--- src/rtl/uart_pkg.sv ---
// Shared definitions for the host-side UART transmit path.
package uart_pkg;

  localparam int DATA_BITS        = 8;
  localparam int DEF_CLKS_PER_BIT = 434;  // 50 MHz / 115200 baud
  localparam int DEF_FIFO_DEPTH   = 8;

  typedef enum logic [2:0] {
    IDLE   = 3'd0,
    START  = 3'd1,
    DATA   = 3'd2,
    PARITY = 3'd3,
    STOP   = 3'd4
  } tx_state_t;

endpackage

--- src/rtl/uart_tx_fifo.sv ---
// Synchronous byte FIFO feeding the UART transmitter.
// Occupancy is tracked in a separate level register so full and empty stay
// distinguishable when the wrapping pointers are equal. A push against a full
// FIFO is dropped even if a pop happens on the same edge.
module uart_tx_fifo
  import uart_pkg::*;
#(
  parameter int FIFO_DEPTH = DEF_FIFO_DEPTH
) (
  input  logic                          clk,
  input  logic                          reset,
  input  logic                          push,
  input  logic                          pop,
  input  logic [DATA_BITS-1:0]          din,
  output logic [DATA_BITS-1:0]          dout,
  output logic                          full,
  output logic                          empty,
  output logic [$clog2(FIFO_DEPTH):0]   level
);

  localparam int PTR_W = $clog2(FIFO_DEPTH);
  localparam int LVL_W = PTR_W + 1;

  logic [DATA_BITS-1:0] mem [FIFO_DEPTH];
  logic [PTR_W-1:0]     wr_ptr;
  logic [PTR_W-1:0]     rd_ptr;
  logic [LVL_W-1:0]     level_nxt;
  logic                 push_ok;
  logic                 pop_ok;

  assign push_ok = push && !full;
  assign pop_ok  = pop && !empty;
  assign dout    = mem[rd_ptr];

  // Next occupancy: a simultaneous accepted push and pop leaves it unchanged.
  always_comb begin
    level_nxt = level;
    case ({push_ok, pop_ok})
      2'b10:   level_nxt = level + LVL_W'(1);
      2'b01:   level_nxt = level - LVL_W'(1);
      default: level_nxt = level;
    endcase
  end

  // Storage array; contents are meaningless until pointed at, so no reset.
  always_ff @(posedge clk) begin
    if (push_ok) mem[wr_ptr] <= din;
  end

  // Pointers and registered status flags.
  always_ff @(posedge clk or posedge reset) begin
    if (reset) begin
      wr_ptr <= '0;
      rd_ptr <= '0;
      level  <= '0;
      full   <= 1'b0;
      empty  <= 1'b1;
    end else begin
      if (push_ok) wr_ptr <= wr_ptr + PTR_W'(1);
      if (pop_ok)  rd_ptr <= rd_ptr + PTR_W'(1);
      level <= level_nxt;
      full  <= (level_nxt == LVL_W'(FIFO_DEPTH));
      empty <= (level_nxt == '0);
    end
  end

endmodule

--- src/rtl/uart_host_tx.sv ---
// Host-side UART transmitter: FIFO-buffered bytes serialised as 8N1 frames.
// Define UART_TX_PARITY_EN to add an even parity bit (8E1, 11-bit frames).
// Bit timing is derived directly from clk via CLKS_PER_BIT (>= 2).
module uart_host_tx
  import uart_pkg::*;
#(
  parameter int CLKS_PER_BIT = DEF_CLKS_PER_BIT,
  parameter int FIFO_DEPTH   = DEF_FIFO_DEPTH
) (
  input  logic                        clk,
  input  logic                        reset,
  input  logic [7:0]                  wrData,
  input  logic                        wrEn,
  output logic                        tx,
  output logic                        full,
  output logic                        empty,
  output logic                        busy,
  output logic                        txDone,
  output logic [$clog2(FIFO_DEPTH):0] level
);

  localparam int CNT_W = $clog2(CLKS_PER_BIT);

  tx_state_t             state;
  logic [CNT_W-1:0]      cnt;
  logic [2:0]            bit_idx;
  logic [DATA_BITS-1:0]  shift;
  logic [DATA_BITS-1:0]  fifo_dout;
  logic                  last;
  logic                  pop;
`ifdef UART_TX_PARITY_EN
  logic                  par;
`endif

  // Bit boundary is the final count of each bit period.
  assign last = (cnt == CNT_W'(CLKS_PER_BIT - 1));
  // Dequeue only from IDLE or on the final STOP cycle, so frames run gap-free.
  assign pop  = !empty && ((state == IDLE) || ((state == STOP) && last));
  assign busy = (state != IDLE);

  uart_tx_fifo #(
    .FIFO_DEPTH (FIFO_DEPTH)
  ) u_fifo (
    .clk   (clk),
    .reset (reset),
    .push  (wrEn),
    .pop   (pop),
    .din   (wrData),
    .dout  (fifo_dout),
    .full  (full),
    .empty (empty),
    .level (level)
  );

  // Frame sequencer with baud counter, shift register and registered line.
  always_ff @(posedge clk or posedge reset) begin
    if (reset) begin
      state   <= IDLE;
      cnt     <= '0;
      bit_idx <= '0;
      shift   <= '0;
      tx      <= 1'b1;
      txDone  <= 1'b0;
`ifdef UART_TX_PARITY_EN
      par     <= 1'b0;
`endif
    end else begin
      txDone <= 1'b0;
      case (state)
        IDLE: begin
          tx <= 1'b1;
          if (!empty) begin
            shift   <= fifo_dout;
`ifdef UART_TX_PARITY_EN
            par     <= ^fifo_dout;
`endif
            cnt     <= '0;
            bit_idx <= '0;
            tx      <= 1'b0;
            state   <= START;
          end
        end
        START: begin
          if (last) begin
            cnt   <= '0;
            tx    <= shift[0];
            state <= DATA;
          end else begin
            cnt <= cnt + CNT_W'(1);
          end
        end
        DATA: begin
          if (last) begin
            cnt <= '0;
            if (bit_idx == 3'(DATA_BITS - 1)) begin
`ifdef UART_TX_PARITY_EN
              tx    <= par;
              state <= PARITY;
`else
              tx    <= 1'b1;
              state <= STOP;
`endif
            end else begin
              bit_idx <= bit_idx + 3'd1;
              shift   <= {1'b0, shift[DATA_BITS-1:1]};
              tx      <= shift[1];
            end
          end else begin
            cnt <= cnt + CNT_W'(1);
          end
        end
`ifdef UART_TX_PARITY_EN
        PARITY: begin
          if (last) begin
            cnt   <= '0;
            tx    <= 1'b1;
            state <= STOP;
          end else begin
            cnt <= cnt + CNT_W'(1);
          end
        end
`endif
        STOP: begin
          // Registered so the pulse coincides with the final stop cycle.
          if (cnt == CNT_W'(CLKS_PER_BIT - 2)) txDone <= 1'b1;
          if (last) begin
            cnt <= '0;
            if (!empty) begin
              shift   <= fifo_dout;
`ifdef UART_TX_PARITY_EN
              par     <= ^fifo_dout;
`endif
              bit_idx <= '0;
              tx      <= 1'b0;
              state   <= START;
            end else begin
              tx    <= 1'b1;
              state <= IDLE;
            end
          end else begin
            cnt <= cnt + CNT_W'(1);
          end
        end
        default: begin
          tx    <= 1'b1;
          cnt   <= '0;
          state <= IDLE;
        end
      endcase
    end
  end

endmodule

--- config.mk ---
export PLATFORM = sky130hd
export DESIGN_NAME = uart_host_tx
export DESIGN_NICKNAME = d
export VERILOG_FILES = /design/src/rtl/uart_pkg.sv /design/src/rtl/uart_tx_fifo.sv /design/src/rtl/uart_host_tx.sv
export SDC_FILE = /design/constraint.sdc
export NUM_CORES = 1
export LEC_CHECK = 0
export CAP_MARGIN = 5
export CORE_UTILIZATION = 40
export DETAILED_ROUTE_END_ITERATION = 6
export HOLD_SLACK_MARGIN = 0.15
export PLACE_DENSITY_LB_ADDON = 0.12
export SLEW_MARGIN = 0
export SYNTH_ARGS = -nofsm -noshare
export SYNTH_HDL_FRONTEND = slang
export SYNTH_SLANG_ARGS = --single-unit
--- constraint.sdc ---
create_clock -name clk -period 2.7 [get_ports clk]
set_input_delay 0.405 -clock clk [delete_from_list [all_inputs] [get_ports clk]]
set_output_delay 0.405 -clock clk [all_outputs]
set_load 0.01 [all_outputs]
# Word level (Yosys, flattened, before mapping)
# Memories as Yosys holds them, arrays and structs flattened.
# Index checks and enable logic that the tools add are counted.
# totals
out_inout_bits	9
mem_bits_rw	64
wordCells	79
inputBits	11
regBits	37
memories	1
# memory_table
name	depth	width	read_ports	rd_ports_with_merged_regs	write_ports	line_no	text
u_fifo.mem	8	8	1	0	1	uart_tx_fifo.sv:24	logic [DATA_BITS-1:0] mem [FIFO_DEPTH];
# op_classes
n_reduce_logical	15
mux	31
n_eq_ne	15
addsub	6
# ops
op	count
8-bit 2-to-1 mux	4
3-bit 2-to-1 mux	9
8-bit case mux with 3 select lines	1
9-bit equality test (second input constant)	2
9-bit 2-to-1 mux	2
9-bit case mux with 2 select lines	1
2-bit inequality test (second input constant)	6
3-bit case mux with 4 select lines	1
1-bit 2-to-1 mux	10
3-bit by 1-bit adder with 3-bit output (second input constant)	3
9-bit by 1-bit adder with 9-bit output (second input constant)	1
3-bit case mux with 3 select lines	1
4-bit case mux with 2 select lines	1
3-bit equality test (second input constant)	2
3-bit nonzero test	2
5-bit AND reduction	1
4-bit by 1-bit adder with 4-bit output (second input constant)	1
4-bit equality test (second input constant)	1
1-bit logical AND	4
4-bit logical NOT	1
1-bit case mux with 4 select lines	1
4-bit AND reduction	1
4-bit by 1-bit subtractor with 4-bit output (second input constant)	1
3-bit by 1-bit equality test with 1-bit output (second input constant)	1
other kinds (8)	9

# Longest topological paths before layout
# Gate-level depths: netlist of run 1.
# depth
ltp_word	8
mapped_depth	13
ltp_nobuf	13

# Cells and area by module
# Synthesis of run 1 repeated with hierarchy kept, for this count alone.
# hier_totals
hier_cells	296
area_unflattened_um2	4563.1
# modules_own_cells
mod	area_per_inst_um2	cells_each	seq_area_each_um2	instances
uart_tx_fifo	3110.5	167	2223.4	1
uart_host_tx	1452.6	129	626.9	1

# Worst setup path before layout of run 1
# Ideal clock, no wire load.
# synth_timing
path_kind	register to register
startpoint	register cnt[0]
endpoint	register u_fifo.full
stages_incl_launch_ff	11
setup_slack_ps	-190
t_arrival_ps	2804
setup_time_ps	87
synth_period_minus_slack_ps	2890
required_time_ps	2613
path_cell_list	dfrtp_1 > ha_1 > and4bb_1 > and2_4 > or2_4 > nand2_1 > inv_1 > ha_1 > clkbuf_1 > or4b_2 > a211oi_2
# synth_via
elab_chain_len	8
elab_cells_between_ends	9
classes_between	eq/ne (4); mux (1); reduce/logical (4)
# synth_lines
element	line_no	text
start, declared	uart_host_tx.sv:25	logic [CNT_W-1:0] cnt;
start signal, assigned	uart_host_tx.sv:89	cnt <= cnt + CNT_W'(1);
start signal, assigned	uart_host_tx.sv:109	cnt <= cnt + CNT_W'(1);
start signal, assigned	uart_host_tx.sv:141	cnt <= cnt + CNT_W'(1);
9-bit equality test (*)	uart_host_tx.sv:36	assign last = (cnt == CNT_W'(CLKS_PER_BIT - 1));
1-bit logical AND (*)	uart_host_tx.sv:38	assign pop = !empty && ((state == IDLE) || ((state == STOP) && last));
1-bit logical OR (*)	uart_host_tx.sv:38	
1-bit logical AND (*)	uart_host_tx.sv:38	
1-bit logical AND (*)	uart_tx_fifo.sv:32	assign pop_ok = pop && !empty;
2-bit by 1-bit equality test with 1-bit output or 2-bit equality test (tied branches)	uart_tx_fifo.sv:38	case ({push_ok, pop_ok})
4-bit case mux with 2 select lines (*)	uart_tx_fifo.sv:38	
4-bit equality test (*)	uart_tx_fifo.sv:62	full <= (level_nxt == LVL_W'(FIFO_DEPTH));
end signal, assigned	uart_tx_fifo.sv:62	
end, declared	uart_tx_fifo.sv:16	output logic full,
# Mark *: on every way between the ends. The rest lies on a longest branch, timed or not.
# A chain may end at the register's enable or synchronous reset.

# Final worst setup path of run 1
# layout_timing
startpoint	register cnt[1]
endpoint	register u_fifo.empty
# layout_via
elab_chain_len	8
elab_cells_between_ends	9
classes_between	eq/ne (3); mux (1); reduce/logical (5)
# layout_lines
element	line_no	text
9-bit equality test (*)	uart_host_tx.sv:36	
1-bit logical AND (*)	uart_host_tx.sv:38	
1-bit logical OR (*)	uart_host_tx.sv:38	
1-bit logical AND (*)	uart_host_tx.sv:38	
1-bit logical AND (*)	uart_tx_fifo.sv:32	
2-bit by 1-bit equality test with 1-bit output or 2-bit equality test (tied branches)	uart_tx_fifo.sv:38	
4-bit case mux with 2 select lines (*)	uart_tx_fifo.sv:38	
4-bit logical NOT (*)	uart_tx_fifo.sv:63	empty <= (level_nxt == '0);
end signal, assigned	uart_tx_fifo.sv:63	
end, declared	uart_tx_fifo.sv:17	output logic empty,
# Marks and branches as above.

==> results of run 1 <==
sequential cells by signal, indices dropped and copies added, names as in the netlist, 3 cells and up:
register       count
u_fifo.level       4
state              3
u_fifo.mem        64
cnt                9
u_fifo.wr_ptr      3
u_fifo.rd_ptr      3
bit_idx            3
shift              8
area by class of cell:
| type | count | area [um2] |
|---|---|---|
| sequential | 101 | 2850 |
| timing repair buffer | 43 | 370 |
| fill | 970 | 5720 |
| tap | 140 | 175 |
| multi-input combinational | 198 | 1560 |
| inverter | 6 | 22.5 |
| clock buffer | 9 | 124 |
| clock inverter | 7 | 63.8 |
stage by stage:
step,std cells,power (W),utilization [%]
after global routing,504,0.00417,47.5
after floorplan,321,0.00267,-
after detailed placement,485,0.00303,45.3
after global placement,485,0.00301,45.3
after CTS,501,0.00396,47.0
final,504,0.00393,47.5
worst reg2reg max path, stage by stage (launching register included):
cell	delay (ps)
dfrtp_1	390
inv_2	60
ha_1	170
and4bb_2	240
and2_4	170
or2_4	250
nand2_2	60
inv_1	70
ha_4	180
xnor2_2	150
nor4_2	280
and3_4	230
o21a_4	150
a2bb2oi_2	130
kinds of logic (layout without fill, tap and decap cells):
| family | count (synthesis) | in the layout |
|---|---|---|
| buffers and inverters | 22 | 65 |
| and+or+nand+nor | 100 | 100 |
| adders and majority gates | 9 | 9 |
| xor gates and xnor gates | 10 | 10 |
| AOI/OAI and AO/OA | 51 | 51 |
| DFF | 101 | 101 |
| muxes | 28 | 28 |
final timing paths:
check | to | slack [ps] | depth (start not counted)
setup / recovery | u_fifo.empty | 140 | 13
setup reg to reg | u_fifo.empty | 140 | 13
max in group asynchronous | tx | 1910 | 3
min in group clk | tx | 490 | 2
hold reg to reg | tx | 490 | 2
hold / removal | u_fifo.level[0] | 430 | 3
layer usage:
layer | part of all wire [%] | track usage (%) | up-vias
met5 | 0 | 0 | -
met4 | 1.5 | 6.26 | 0
met3 | 2.9 | 4.00 | 10
met2 | 50 | 26.3 | 32
met1 | 45 | 19.2 | 1271
li1 | - | - | 1255
timing repair:
action	4_1_cts	5_1_grt
gates resized for setup	0	7
setup buffers	0	3
setup endpoints to repair	0	3
power by group:
group	switching (W)	internal, W	total (W)
logic	0.000423	0.000452	0.000875
clock network	0.000560	0.000360	0.000920
registers	0.000199	0.00193	0.00213
layout by cell type, fill, tap and decap left out, drive strengths merged, types with 7 or more instances in the layout:
cell / count
nand2: 39
ha: 9
nor2: 15
mux2i: 8
clkbuf: 9
buf: 24
dfrtp: 35
xnor2: 7
inv: 11
nor3: 7
clkdlybuf4s50: 19
o21ai: 31
edfxtp: 64
mux4: 16
==> summary.md, run 1 <==
| Metric | Value |
|---|---|
| Clock sink total | 101 |
| DRT iter0 DRCs | roughly 140 |
| GRT overflow | 0 |
| P&R area growth vs syn | 15.3% |
| Core Box Area | 10,900 um2 |
| Total die area | between 10,000 and 15,000 um2 |
| Number of diodes | 0 |
| Minimum clock period | approximately 2600 ps |
| Post-DP Area | 4930 um2 |
| Largest family of logic cells by synthesized area | simple AND/OR/NAND/NOR gates |
| Post-synthesis cell area | around 4500 um2 |
| Synth Area in Simple Gates | between 10% and 20% |
| Synth top cells by count | edfxtp_1, nand2_1, dfrtp_1 |
| Relative slew slack | a little under half |
| Detailed-route DRC error count | 0 |
| Max Fclk | 0.390 GHz |
| Reg-to-reg startpoint | cnt[1] |
| Crit Path Category | reg2reg |
| Synth Area per Inst | around 14 um2 |
| Via density | 5.10 |
| Multiplexer share of the synthesized area | a little over a tenth |
| Total CTS buffers | 9 |
| DR vias | 2,568 |
| Initial core utilization | 41.2% |
| Most used DFF post-synth | edfxtp_1 |
| Post-synthesis adder-cell area fraction | 2.51% |
| Post-synth EDFFs | 64 |
| Port Buffer Count | 19 |
| Clock root buffer | clkbuf_8 |
| Buffer and inverter count on the worst path | 2 |
| Final Wtd Congestion | about 0.76 |
| CP cell instances | inv_2 > ha_1 > and4bb_2 > and2_4 > or2_4 > nand2_2 > inv_1 > ha_4 > xnor2_2 > nor4_2 > and3_4 > o21a_4 > a2bb2oi_2 |
| Post-DP HPWL | roughly 5200 um |
| Area share of the largest cell type after synthesis | 42.8% |
| Final instance area | between 5000 and 6000 um2 |
| Layout cells sized above 1 | a little over a fifth |
| Mapped Cells | about 320 |
| Final #Nets | approximately 380 |
| CTS tree | built |
| Worst hold slack | roughly 430 ps |
| Largest net degree at the start of global routing | 38 |
| Endpoints failing hold | 0 |
| Req. time, crit path | 3020 ps |
| Initial antenna violation count | 0 |
| Drt total wl | between 8000 and 9000 um |
| WL per Instance | approximately 16 um |
| Final setup fails | 0 |
| Ys async rst share | between 30% and 40% |
| Vias in the first global route | between 2k and 3k |
| P_leak | between 1.5 and 2 nW |
| Synth Area in XOR/XNOR | 1.95% |
| Final setup TNS | 0 ps |
| CP peak stage delay | around 390 ps |
| Antenna viol nets, final | 0 |
| Start point of the critical path | cnt[1] |
| Seq/Total Area, Yosys | 63.5% |
| Ports | 20 |
| First-pass GRT wire length | around 13,000 um |
| Most common cell in the netlist | edfxtp_1 |
| Post-synthesis compound-gate area fraction | between 7 and 8% |
| Clock transition at the registers of the reported paths | ~100 ps |
| Seq cells post-synth | between 100 and 150 |
| First-pass DRT Iterations | 4 |
| # hold bufs at CTS | 0 |
| Die width | ~110 um |
| CTS Buffer Depth | 2 |
| Worst slew pin tran | 793 ps |
| Gr usage total | 15.6% |
| CP max stage cell | dfrtp_1 |
| Synth area leader | edfxtp_1 |
| Top cells by area, synth | edfxtp_1, dfrtp_1, mux4_2, nand2_1, o21ai_1 |
| Outcome | finished, final reports clean |
| Setup slack at placement | approximately 72 ps |
| H-tree depth | 3 |
| Final Cycle Share | a little over nine tenths |
| Row count | 38 |
| Worst min path class | in2async |
| Mapped Nets | between 300 and 400 |
| Yosys cell types | 51 |
| Crit path DAT | 2880 ps |
| Maxcap violations | 0 |
| P per Cell Area | 759 nW/um2 |
| Skew final | 7.35 ps |
| Ys Warns | 0 |
| Final worst slack | between 100 and 150 ps |
| Crit path max-delay family | simple AND/OR/NAND/NOR gates |
| Critical path startpoint category | register |
| Max VDD drop | approximately 340 uV |
| Die height | around 110 um |
| Worst-Skew Late Latency | approximately 370 ps |
| Max FO, Critical Path | 3 |
| CP endpoint kind | register |
| Pins over their slew limit | 0 |
Power figures use the tool's default switching activity.
==> inputs of run 2 (changes only) <==
MAX_ROUTING_LAYER = met4   (was not set)
TNS_END_PERCENT = 1   (was not set)
==> run 2 against run 1 <==
Net effect: clock power is essentially flat; first-iteration DRC count grew 9.6%; wire length increased by 0.32%; cell count unchanged; critical path depth did not move; die area unchanged; non-clock buffer count did not move; final area unchanged; count of clock-buffer cells in the layout is the same; critical endpoint unchanged.
==> summary.md, run 2 (synthesized netlist as in run 1, its figures left out) <==
| Metric | Value |
|---|---|
| Minimum clock period | 2540 ps |
| Largest net degree at the start of global routing | 38 |
| Die height | between 100 and 150 um |
| Max FO, Critical Path | 3 |
| Final setup fails | 0 |
| Initial core utilization | 41.2% |
| Max FFs per register | 64 |
| Worst min path class | in2async |
| Crit Path Category | reg2reg |
| Drt total wl | between 8000 and 9000 um |
| P&R area growth vs syn | 15.3% |
| Row count | 38 |
| Pins over their slew limit | 0 |
| Top reg by flops | u_fifo.mem |
| Clock root buffer | clkbuf_8 |
| P per Cell Area | about 760 nW/um2 |
| WL per Instance | ~16 um |
| Crit path DAT | 2860 ps |
| CTS Buffer Depth | 2 |
| H-tree depth | 3 |
| Most frequent cells in the layout | edfxtp_1, nand2_1, dfrtp_1, o21ai_1, buf_4 |
| Total CTS buffers | 9 |
| CTS tree | built |
| Port Buffer Count | 19 |
| Detailed-route DRC error count | 0 |
| DRT iter0 DRCs | 149 |
| P_leak | around 1.9 nW |
| Maxcap violations | 0 |
| Clock sink total | about 100 |
| Ports | 20 |
| Skew final | roughly 7.3 ps |
| Relative slew slack | ~47% |
| Req. time, crit path | ~3000 ps |
| Setup slack at placement | 72.3 ps |
| Vias in the first global route | 2,518 |
| Endpoints failing hold | 0 |
| Final worst slack | approximately 160 ps |
| Total die area | 11,600 um2 |
| Register area | approximately 2900 um2 |
| GRT overflow | 0 |
| First-pass GRT wire length | about 13,000 um |
| Worst-Skew Late Latency | about 370 ps |
| Antenna viol nets, final | 0 |
| Clock transition at the registers of the reported paths | 100 ps |
| Max Fclk | 0.393 GHz |
| Via density | 5.08 |
| Critical path startpoint category | register |
| Gr usage total | approximately 16% |
| Outcome | finished, final reports clean |
| Die width | 108 um |
| Initial antenna violation count | 0 |
| DR vias | around 2.6k |
| CP endpoint kind | register |
| Post-DP HPWL | around 5200 um |
| Area of the multi-input gates | approximately 1600 um2 |
| Number of diodes | 0 |
| Final setup TNS | 0 ps |
| Final Wtd Congestion | about 0.77 |
| First-pass DRT Iterations | 4 |
| Max VDD drop | approximately 340 uV |
| Final #Nets | 379 |
| Largest regs | u_fifo.mem (64), cnt (9), shift (8) |
| Commonest non-fill, non-tap cell in the layout | edfxtp_1 |
| Layout cells sized above 1 | between 20% and 30% |
| RSZ-0062 raised after global routing | false |
| Final Cycle Share | between 90 and 100% |
| Worst slew pin tran | 789 ps |
| Core Box Area | 10,900 um2 |
| # fillers | 970 |
==> run 2: cell counts in the layout (fill, tap and decap cells not counted) <==
Identical to the previous run, type by type.
==> run 2: area by class of cell <==
cell class | count | area share (%)
inverter | 6 | 0.436
sequential | 101 | 55.1
multi-input combinational | 198 | 30.3
tap | 140 | 3.39
timing repair buffer | 43 | 7.16
clock inverter | 7 | 1.23
clock buffer | 9 | 2.40
==> run 2: critical path, stage by stage (launching register included) <==
cell	delay, ps
dfrtp_1	390
inv_2	60
ha_1	170
and4bb_2	240
and2_4	170
or2_4	250
nand2_2	70
inv_2	50
ha_4	170
xnor2_2	140
nor4_2	280
and3_4	230
o21a_4	150
a2bb2oi_2	120
==> run 2: path summary, 6_finish.rpt <==
kind / startpoint / end / slack (ps) / depth (start not counted)
hold / removal: reset / u_fifo.level[0] / 430 / 3
hold reg to reg: tx / tx / 490 / 2
setup / recovery: cnt[1] / u_fifo.empty / 160 / 13
max in group asynchronous: reset / tx / 1910 / 3
min in group clk: tx / tx / 490 / 2
setup reg to reg: cnt[1] / u_fifo.empty / 160 / 13
==> run 2: power by group <==
part           internal, W  total (W)  switching [W]
Sequential         0.00193    0.00213       0.000200
Combinational     0.000452   0.000875       0.000423
Clock             0.000360   0.000922       0.000562
Total              0.00274    0.00393        0.00119
==> run 2: per-layer routing <==
layer | up-vias | track usage (%) | routed length, um
met5 | - | - | 0
met4 | 0 | 6.26 | 110
met3 | 8 | 4.18 | 240
met2 | 32 | 26.3 | 4040
met1 | 1265 | 19.2 | 3680
li1 | 1256 | - | -
==> run 2: per-stage QoR <==
stage / cells / utilization [%] / instance area [um2] / hold WS [ps] / power (W)
2_1_floorplan: 321 / - / 4500 / 447 / 0.00267
3_3_place_gp: 485 / 45.3 / 4930 / 468 / 0.00301
3_5_place_dp: 485 / 45.3 / 4930 / 475 / 0.00303
4_1_cts: 501 / 47.0 / 5120 / 435 / 0.00396
5_1_grt: 504 / 47.5 / 5170 / 460 / 0.00417
6_report: 504 / 47.5 / 5170 / 433 / 0.00393
==> run 2: repair_timing <==
item,in CTS,in global routing
endpoints found under the setup margin,0,3
hold buffers,0,0
resized for setup,0,8
setup buffers,0,3
